==> config.mk <==
export PLATFORM = sky130hd
export DESIGN_NAME = otp_cipher_engine_flat
export DESIGN_NICKNAME = d
export VERILOG_FILES = /design/src/rtl/otp_cipher_engine_if.sv /design/src/rtl/otp_cipher_engine.sv /design/src/flat_wrapper.sv
export SDC_FILE = /design/constraint.sdc
export NUM_CORES = 1
export LEC_CHECK = 0
export CAP_MARGIN = 20
export CORE_ASPECT_RATIO = 1.4
export CORE_UTILIZATION = 61
export CTS_CLUSTER_DIAMETER = 80
export CTS_CLUSTER_SIZE = 28
export DETAILED_ROUTE_END_ITERATION = 8
export GPL_TIMING_DRIVEN = 0
export PLACE_DENSITY = 0.81
export SYNTH_ARGS = -nofsm -noshare
export SYNTH_HDL_FRONTEND = slang
export SYNTH_SLANG_ARGS = --single-unit
==> constraint.sdc <==
create_clock -name clk -period 4.25 [get_ports clk]
set_clock_uncertainty 0.1 [all_clocks]
set_input_delay 0.6375 -clock clk [delete_from_list [all_inputs] [get_ports clk]]
set_output_delay 0.6375 -clock clk [all_outputs]
set_load 0.01 [all_outputs]
==> src/rtl/otp_cipher_engine_if.sv <==
// rtl/otp_cipher_engine_if.sv - button/letter inputs and result outputs of the OTP cipher engine
interface otp_cipher_engine_if #(
    parameter int DEPTH = 8
);
    localparam int IDX_W = (DEPTH > 1) ? $clog2(DEPTH) : 1;
    localparam int CNT_W = $clog2(DEPTH) + 1;

    logic [4:0]       letter_in;
    logic             commit_btn;
    logic             mode_sel;
    logic             start_btn;
    logic             decrypt;
    logic [4:0]       out_char;
    logic             out_valid;
    logic [IDX_W-1:0] out_idx;
    logic [CNT_W-1:0] msg_count;
    logic [CNT_W-1:0] key_count;
    logic             busy;
    logic             done;
    logic             err;

    modport master (
        output letter_in, commit_btn, mode_sel, start_btn, decrypt,
        input  out_char, out_valid, out_idx, msg_count, key_count, busy, done, err
    );

    modport slave (
        input  letter_in, commit_btn, mode_sel, start_btn, decrypt,
        output out_char, out_valid, out_idx, msg_count, key_count, busy, done, err
    );
endinterface

==> src/rtl/otp_cipher_engine.sv <==
// rtl/otp_cipher_engine.sv - one-time-pad letter cipher with message/key buffers
module otp_cipher_engine #(
    parameter int DEPTH = 8
) (
    input  logic                 clk,
    input  logic                 rst,
    otp_cipher_engine_if.slave   bus
);
    localparam int IDX_W = (DEPTH > 1) ? $clog2(DEPTH) : 1;
    localparam int CNT_W = $clog2(DEPTH) + 1;

    localparam logic [1:0] S_IDLE = 2'd0;
    localparam logic [1:0] S_RUN  = 2'd1;
    localparam logic [1:0] S_DONE = 2'd2;

    localparam logic [CNT_W-1:0] FULL  = CNT_W'(DEPTH);
    localparam logic [4:0]       SPACE = 5'd26;

    // Button history and post-reset masks
    logic commit_prev_q, start_prev_q;
    logic commit_mask_q, start_mask_q;
    logic commit_edge, start_edge;

    // Buffers
    logic [4:0] msg_mem_q [DEPTH];
    logic [4:0] key_mem_q [DEPTH];
    logic       wr_msg_en, wr_key_en;

    // Control and output state
    logic [1:0]       state_q, state_d;
    logic [CNT_W-1:0] msg_count_q, msg_count_d;
    logic [CNT_W-1:0] key_count_q, key_count_d;
    logic [CNT_W-1:0] rd_idx_q, rd_idx_d;
    logic             dec_q, dec_d;
    logic [4:0]       out_char_q, out_char_d;
    logic [IDX_W-1:0] out_idx_q, out_idx_d;
    logic             out_valid_q, out_valid_d;
    logic             busy_q, busy_d;
    logic             done_q, done_d;
    logic             err_q, err_d;

    // Cipher datapath
    logic [4:0] cur_m, cur_k, key_eff;
    logic [5:0] sum6;
    logic [4:0] cipher_char;

    // A level held through reset release is masked until it drops, so it never looks like a press
    assign commit_edge = bus.commit_btn & ~commit_prev_q & ~commit_mask_q;
    assign start_edge  = bus.start_btn  & ~start_prev_q  & ~start_mask_q;

    // Button history registers
    always_ff @(posedge clk) begin
        if (!rst) begin
            commit_prev_q <= 1'b0;
            start_prev_q  <= 1'b0;
            commit_mask_q <= bus.commit_btn;
            start_mask_q  <= bus.start_btn;
        end else begin
            commit_prev_q <= bus.commit_btn;
            start_prev_q  <= bus.start_btn;
            commit_mask_q <= commit_mask_q & bus.commit_btn;
            start_mask_q  <= start_mask_q & bus.start_btn;
        end
    end

    assign cur_m   = msg_mem_q[rd_idx_q[IDX_W-1:0]];
    assign cur_k   = key_mem_q[rd_idx_q[IDX_W-1:0]];
    assign key_eff = (cur_k == SPACE) ? 5'd0 : cur_k;
    assign sum6    = {1'b0, cur_m} + {1'b0, key_eff};

    // Mod-26 add/subtract; results are always below 26 so the 5-bit wrap forms are exact
    always_comb begin
        cipher_char = cur_m;
        if (cur_m == SPACE) begin
            cipher_char = SPACE;
        end else if (!dec_q) begin
            cipher_char = (sum6 >= 6'd26) ? (cur_m + key_eff - 5'd26) : sum6[4:0];
        end else begin
            cipher_char = (cur_m >= key_eff) ? (cur_m - key_eff) : (cur_m + 5'd26 - key_eff);
        end
    end

    // Next-state logic for commits, run sequencing and result registers
    always_comb begin
        state_d     = state_q;
        msg_count_d = msg_count_q;
        key_count_d = key_count_q;
        rd_idx_d    = rd_idx_q;
        dec_d       = dec_q;
        out_char_d  = out_char_q;
        out_idx_d   = out_idx_q;
        out_valid_d = 1'b0;
        busy_d      = busy_q;
        done_d      = 1'b0;
        err_d       = 1'b0;
        wr_msg_en   = 1'b0;
        wr_key_en   = 1'b0;
        case (state_q)
            S_IDLE: begin
                busy_d = 1'b0;
                if (start_edge) begin
                    // A same-cycle commit is silently dropped: start takes priority
                    if (msg_count_q == '0) begin
                        done_d = 1'b1;
                    end else if (key_count_q < msg_count_q) begin
                        err_d = 1'b1;
                    end else begin
                        state_d  = S_RUN;
                        busy_d   = 1'b1;
                        dec_d    = bus.decrypt;
                        rd_idx_d = '0;
                    end
                end else if (commit_edge) begin
                    if (bus.letter_in > SPACE) begin
                        err_d = 1'b1;
                    end else if (!bus.mode_sel) begin
                        if (msg_count_q == FULL) begin
                            err_d = 1'b1;
                        end else begin
                            wr_msg_en   = 1'b1;
                            msg_count_d = msg_count_q + 1'b1;
                        end
                    end else begin
                        if (key_count_q == FULL) begin
                            err_d = 1'b1;
                        end else begin
                            wr_key_en   = 1'b1;
                            key_count_d = key_count_q + 1'b1;
                        end
                    end
                end
            end
            S_RUN: begin
                if (rd_idx_q < msg_count_q) begin
                    out_valid_d = 1'b1;
                    out_char_d  = cipher_char;
                    out_idx_d   = rd_idx_q[IDX_W-1:0];
                    rd_idx_d    = rd_idx_q + 1'b1;
                end else begin
                    done_d  = 1'b1;
                    state_d = S_DONE;
                end
            end
            S_DONE: begin
                busy_d  = 1'b0;
                state_d = S_IDLE;
            end
            default: begin
                busy_d  = 1'b0;
                state_d = S_IDLE;
            end
        endcase
    end

    // Control and output registers
    always_ff @(posedge clk) begin
        if (!rst) begin
            state_q     <= S_IDLE;
            msg_count_q <= '0;
            key_count_q <= '0;
            rd_idx_q    <= '0;
            dec_q       <= 1'b0;
            out_char_q  <= '0;
            out_idx_q   <= '0;
            out_valid_q <= 1'b0;
            busy_q      <= 1'b0;
            done_q      <= 1'b0;
            err_q       <= 1'b0;
        end else begin
            state_q     <= state_d;
            msg_count_q <= msg_count_d;
            key_count_q <= key_count_d;
            rd_idx_q    <= rd_idx_d;
            dec_q       <= dec_d;
            out_char_q  <= out_char_d;
            out_idx_q   <= out_idx_d;
            out_valid_q <= out_valid_d;
            busy_q      <= busy_d;
            done_q      <= done_d;
            err_q       <= err_d;
        end
    end

    // Buffer storage; a commit writes at the current count of its buffer
    always_ff @(posedge clk) begin
        if (!rst) begin
            for (int i = 0; i < DEPTH; i++) begin
                msg_mem_q[i] <= '0;
                key_mem_q[i] <= '0;
            end
        end else begin
            if (wr_msg_en) begin
                msg_mem_q[msg_count_q[IDX_W-1:0]] <= bus.letter_in;
            end
            if (wr_key_en) begin
                key_mem_q[key_count_q[IDX_W-1:0]] <= bus.letter_in;
            end
        end
    end

    assign bus.out_char  = out_char_q;
    assign bus.out_valid = out_valid_q;
    assign bus.out_idx   = out_idx_q;
    assign bus.msg_count = msg_count_q;
    assign bus.key_count = key_count_q;
    assign bus.busy      = busy_q;
    assign bus.done      = done_q;
    assign bus.err       = err_q;
endmodule

==> src/flat_wrapper.sv <==
// flat-port wrapper written by rule: the top's interface ports become plain ports
module otp_cipher_engine_flat 
#(
    parameter int DEPTH = 8
)
  (clk, rst, bus_letter_in, bus_commit_btn, bus_mode_sel, bus_start_btn, bus_decrypt, bus_out_char, bus_out_valid, bus_out_idx, bus_msg_count, bus_key_count, bus_busy, bus_done, bus_err);
  otp_cipher_engine_if #(.DEPTH(DEPTH)) bus_i ();
  input  logic clk;
  input  logic rst;
  input wire logic [$bits(bus_i.letter_in)-1:0] bus_letter_in;
  input wire logic [$bits(bus_i.commit_btn)-1:0] bus_commit_btn;
  input wire logic [$bits(bus_i.mode_sel)-1:0] bus_mode_sel;
  input wire logic [$bits(bus_i.start_btn)-1:0] bus_start_btn;
  input wire logic [$bits(bus_i.decrypt)-1:0] bus_decrypt;
  output wire logic [$bits(bus_i.out_char)-1:0] bus_out_char;
  output wire logic [$bits(bus_i.out_valid)-1:0] bus_out_valid;
  output wire logic [$bits(bus_i.out_idx)-1:0] bus_out_idx;
  output wire logic [$bits(bus_i.msg_count)-1:0] bus_msg_count;
  output wire logic [$bits(bus_i.key_count)-1:0] bus_key_count;
  output wire logic [$bits(bus_i.busy)-1:0] bus_busy;
  output wire logic [$bits(bus_i.done)-1:0] bus_done;
  output wire logic [$bits(bus_i.err)-1:0] bus_err;
  assign bus_i.letter_in = bus_letter_in;
  assign bus_i.commit_btn = bus_commit_btn;
  assign bus_i.mode_sel = bus_mode_sel;
  assign bus_i.start_btn = bus_start_btn;
  assign bus_i.decrypt = bus_decrypt;
  assign bus_out_char = bus_i.out_char;
  assign bus_out_valid = bus_i.out_valid;
  assign bus_out_idx = bus_i.out_idx;
  assign bus_msg_count = bus_i.msg_count;
  assign bus_key_count = bus_i.key_count;
  assign bus_busy = bus_i.busy;
  assign bus_done = bus_i.done;
  assign bus_err = bus_i.err;
  otp_cipher_engine #(.DEPTH(DEPTH)) u_core (.clk(clk), .rst(rst), .bus(bus_i));
endmodule
==> metrics <==
#FFs+latches synth 114; CP most frequent cell mux2_2; Top FF cell, synth edfxtp_1; area grow syn2layout 17.5%; global route total overflow 0; drt first pass iters 7; Worst-Skew Late Latency 420 ps; family with the most delay on the worst path multiplexers; drt total wl 15300 um; min cycle time layout 4120 ps; ratio of cells with drive above 1 in the final layout 0.124; synth cell count leaders 84 x and2_1, 80 x edfxtp_1, 35 x inv_1; post-DP HPWL 10800 um; Internal 2.26 mW; syn avg cell area 11.5 um2; Leakage Power 2.87 nW; final hold vios 0; Synth async-reset ratio 0; type of element launching the critical path register; Initial Utilization 0.632; largest net degree at the start of global routing 17; Hold Crit Class register to register; Synth Cell Area 0.00632 mm2; global-route wire length before repair 23700 um; core region area 0.0100 mm2; CP peak stage delay 580 ps; Bufs on Longest Clock Path 2; worst slew pin tran 955 ps; nets 647; Slowest-stage cell, CP mux4_1; Buffers on Ports 30; Die Wd 88.0 um; root buf cell clkbuf_16; Net Sw Frac 0.236; top cells by area, synth edfxtp_1 38%, dfxtp_1 11%, and2_1 8.3%; Final WS setup 130 ps; Slew headroom 0.361; WP data arrival 4360 ps; TritonCTS Buffers 17; clock slew at reported path FFs 50 ps; Critical Path End Type register; CTS H-tree depth 4; CTS tree yes; Clock Power Share 0.472; routed via count 4540; Comb pwr share 0.110; Fill cells 674; largest fanout on the critical path 9; EDFF count, synth 80; gr usage total 0.308; DR iter-0 viols 310; number of global-route vias before repair 4570; post-synth top area cell edfxtp_1; max-slew violation count 0; post-route cell area 0.00743 mm2; Avg Vias per Cell 6.07; DP Worst Slack -386 ps; Seq/Total Area, Yosys 0.488; VDD IR max 0.323 mV; kind of critical path register to register; GP Congestion 0.951; Netlist cell types 63; Mapped Nets 597; max-cap violation count 0; hold buffer count at CTS 0; initial antenna violation count 0; clock net sink count 114; site row count 43; worst path cell trace buf_6 > mux4_1 > mux2_2 > nor4_2 > nand2_1 > nand2b_1 > inv_1 > ha_2 > nor2b_2 > a31oi_2 > a21oi_1 > nor2_2 > mux2i_2 > mux2_2 > a31oi_1; WL/cell 20.4 um; Cell Pwr Density 398 mW/mm2; Cells after Synth 550; ANT cells 0; Ys Warns 0; Worst EP required 4490 ps; max frequency 243 MHz; status finished clean; Final setup viols 0; I/O pin total 31; Die H 122 um; P_sw 0.698 mW; Final ANT Viol Nets 0; die area 0.0108 mm2; WP buf/inv 2; Placed Area 0.00679 mm2; Synth top area share 0.380; final worst path period share 0.969; Sequential Power Share 0.418; # DRC 0; count leader, synth and2_1
==> per-stage QoR <==
step | util | hold slack (ps) | total power, mW | instances | setup TNS (ps)
floorplan | - | 334 | 1.47 | 550 | 0
global placement | 0.679 | 345 | 1.55 | 715 | -193
detailed placement | 0.679 | 350 | 1.56 | 715 | -588
CTS | 0.738 | 361 | 2.94 | 747 | 0
global route | 0.742 | 376 | 3.03 | 748 | -8.27
finish | 0.742 | 361 | 2.95 | 748 | 0
==> metal layers <==
layer,GRT usage,share of wire,vias up,wire [um]
met5,0,0,-,0
met4,0.173,0.052,0,790
met3,0.0820,0.065,67,991
met2,0.540,0.52,228,7940
met1,0.330,0.36,2173,5570
li1,-,-,2072,-
==> cell families (layout without fill, tap and decap cells) <==
kind of cell,Yosys count,count (layout),share of synthesized area
xor+xnor,13,13,0.0180
flops,114,114,0.488
simple gates,207,207,0.181
buf+inv,57,120,0.0412
fa+ha+maj,36,36,0.0784
mux,37,37,0.104
compound gates,86,86,0.0893
==> worst reg2reg max path: stages (launching register included) <==
cell	delay, ps
dfxtp_1	320
buf_6	160
mux4_1	590
mux2_2	330
nor4_2	230
nand2_1	150
nand2b_1	160
inv_1	80
ha_2	350
nor2b_2	190
a31oi_2	210
a21oi_1	100
nor2_2	190
mux2i_2	330
mux2_2	370
a31oi_1	180
==> flip-flops by register name (all words and copies together) (netlist names), 2 cells and up, named ones only <==
name	count
u_core.bus.key_count	4
u_core.rd_idx_q	4
u_core.bus.msg_count	4
u_core.bus.out_char	5
u_core.state_q	2
u_core.bus.out_idx	3
u_core.msg_mem_q	40
u_core.key_mem_q	40
==> power groups by stage <==
stage / logic (mW) / clock network [mW] / registers, mW
after floorplan: 0.216 / 0 / 1.25
after global placement: 0.293 / 0 / 1.25
after detailed placement: 0.303 / 0 / 1.26
after CTS: 0.311 / 1.40 / 1.23
after global routing: 0.349 / 1.44 / 1.24
final: 0.324 / 1.39 / 1.23
==> final timing paths <==
check | slack, ps | startpoint | cells past startpoint | to
worst max-delay path | 130 | register | 15 | u_core.bus.out_char[4]
worst min-delay path | 360 | u_core.bus.out_idx[0] | 2 | u_core.bus.out_idx[0]
worst max register to register | 130 | register | 15 | u_core.bus.out_char[4]
worst min register to register | 360 | u_core.bus.out_idx[0] | 2 | u_core.bus.out_idx[0]
==> cells in the final DEF (no fill, tap or decap), types with 17 or more instances in the layout <==
master / netlist / layout
a21oi_1: 23 / 23
clkdlybuf4s50_1: 0 / 30
and2_1: 84 / 84
ha_1: 30 / 28
dfxtp_1: 34 / 34
edfxtp_1: 80 / 80
nand2_1: 34 / 34
clkbuf_16: 0 / 17
o21ai_0: 21 / 21
inv_1: 35 / 35
nor2_1: 29 / 29
==> repair_timing <==
item / 4_1_cts / 5_1_grt
setup buffers: 1 / 1
setup endpoints to repair: 3 / 2
gates resized for setup: 4 / 8
pin swaps: 1 / 1
==> final cells by class <==
type / instances / area, um2 / share of cell area
flip-flops and latches: 114 / 3080 / 0.415
multi-input cells: 379 / 3020 / 0.407
clock buffers: 22 / 474 / 0.0638
repair buffers: 32 / 315 / 0.0424
well taps: 135 / 169 / 0.0227
inverters: 36 / 135 / 0.0182
plain buffers: 20 / 124 / 0.0167
clock inverters: 10 / 108 / 0.0145
Power figures use the tool's default switching activity.
==> RTL edit (same flow settings) <==
Compare `key_count_q` against `FULL` with >= in place of ==.
--- a/src/rtl/otp_cipher_engine.sv
+++ b/src/rtl/otp_cipher_engine.sv
@@ -121,7 +121,7 @@
                             msg_count_d = msg_count_q + 1'b1;
                         end
                     end else begin
-                        if (key_count_q == FULL) begin
+                        if (key_count_q >= FULL) begin
                             err_d = 1'b1;
                         end else begin
                             wr_key_en   = 1'b1;
Check against the original RTL: no difference found for any inputs over 4 cycles, from zero or initial values and one cycle with rst low; that may be too few to reach the edited logic, so the function may still have changed.
==> RTL edit against the original RTL <==
- synthesized area grew 0.44%
- power up 2.3%
- routed wire length is 10% higher
- global-route usage up 3.3 points
- critical path depth down 1
- die area is 0.43% higher
- largest power group unchanged
- sequential cell count unchanged
- setup slack improved by 92 ps
- design area increased by 0.20%
- critical path type unchanged
==> RTL edit: results (changes against the original RTL) <==
[layout]
fillers=663  ; -1.6%

[power]
leakage_nw=2.60  ; -9.5%
cellPowerDensity_nw_per_um2=406  ; +2.1%
ir_drop_mv=0.355  ; +9.8%

[synth]
synthMuxAreaShare_pct=10.6  ; +0.19 points
syn-num-nets=593  ; -0.67%
synth_common_cells=edfxtp_1, nor4_1, nor3_1
ys_seq_area_share_pct=48.6  ; -0.21 points
synthCells=546  ; -0.73%
ys_types=65  ; +3.2%
synth_fa_ha_area_share_pct=7.80  ; -0.034 points

[setup_path]
cp_slowest_cell=ha_1
timing.rr.end=u_core.bus.out_char[2]
max_stage_delay_ps=410  ; -170 ps
arrival_ps=4220  ; -140 ps
r2r_slack_ps=220  ; +90 ps

[drt]
wl_per_cell_um=22.7  ; +11%
drt_first_pass_iters=6  ; -1
vias=5020  ; +11%

[grt]
grt_pass1_wl_um=26600  ; +12%
grt_usage_pct=34.1  ; +3.3 points

[place]
gp_congestion=0.975  ; +2.5%
pre_cts_slack_ps=-102  ; +284 ps
dp_cells=711  ; -0.56%

[sta]
holdWs_ps=371  ; +10.1 ps

[run_status]
outcome=finished, final reports clean

==> RTL edit: cell type report <==
class	instances	area share [%]
sequential	114	41.4
multi-input combinational	358	40.2
clock buffer	25	7.11
timing repair buffer	30	4.03
buffer	41	2.59
tap	135	2.27
inverter	31	1.56
clock inverter	7	0.857
==> RTL edit: cells by family (layout without fill, tap and decap cells) <==
kind of cell    count (synthesis)  count (layout)
buf+inv                        74             134
flops                         114             114
compound gates                 78              78
fa+ha+maj                      36              36
mux                            39              39
xor+xnor                       13              13
simple gates                  192             192
==> RTL edit: power breakdown <==
| group | internal [W] | switching, W | leakage (nW) |
|---|---|---|---|
| sequential | 0.00122 | 0.0000186 | 1.10 |
| combinational | 0.000145 | 0.000226 | 1.20 |
| clock | 0.000921 | 0.000489 | 0.298 |
| total | 0.00229 | 0.000734 | 2.60 |
==> RTL edit: routing by layer <==
layer,up-vias,part of all wire (%),routed length (um),GRT usage (%)
li1,2194,-,-,-
met1,2419,34,5780,37.7
met2,343,53,8870,58.3
met3,64,8.0,1350,7.26
met4,0,5.0,846,22.1
met5,-,0,0,0
==> RTL edit: how the worst max path moves through the flow <==
stage          startpoint                     end  slack, ps  depth (start not counted)
2_1_floorplan    register  u_core.bus.out_char[4]        640                         16
3_3_place_gp     register  u_core.bus.out_char[4]        -10                         17
3_5_place_dp     register  u_core.bus.out_char[4]       -100                         17
4_1_cts          register  u_core.bus.out_char[2]         20                         14
5_1_grt          register  u_core.bus.out_char[4]         30                         15
6_report         register  u_core.bus.out_char[2]        220                         14
==> RTL edit: timing repair <==
item / in CTS / in global routing
buffers inserted: 0 / 0
hold buffers: 0 / 0
endpoints found under the setup margin: 2 / 4
resized for setup: 0 / 11
pin swaps: 0 / 0
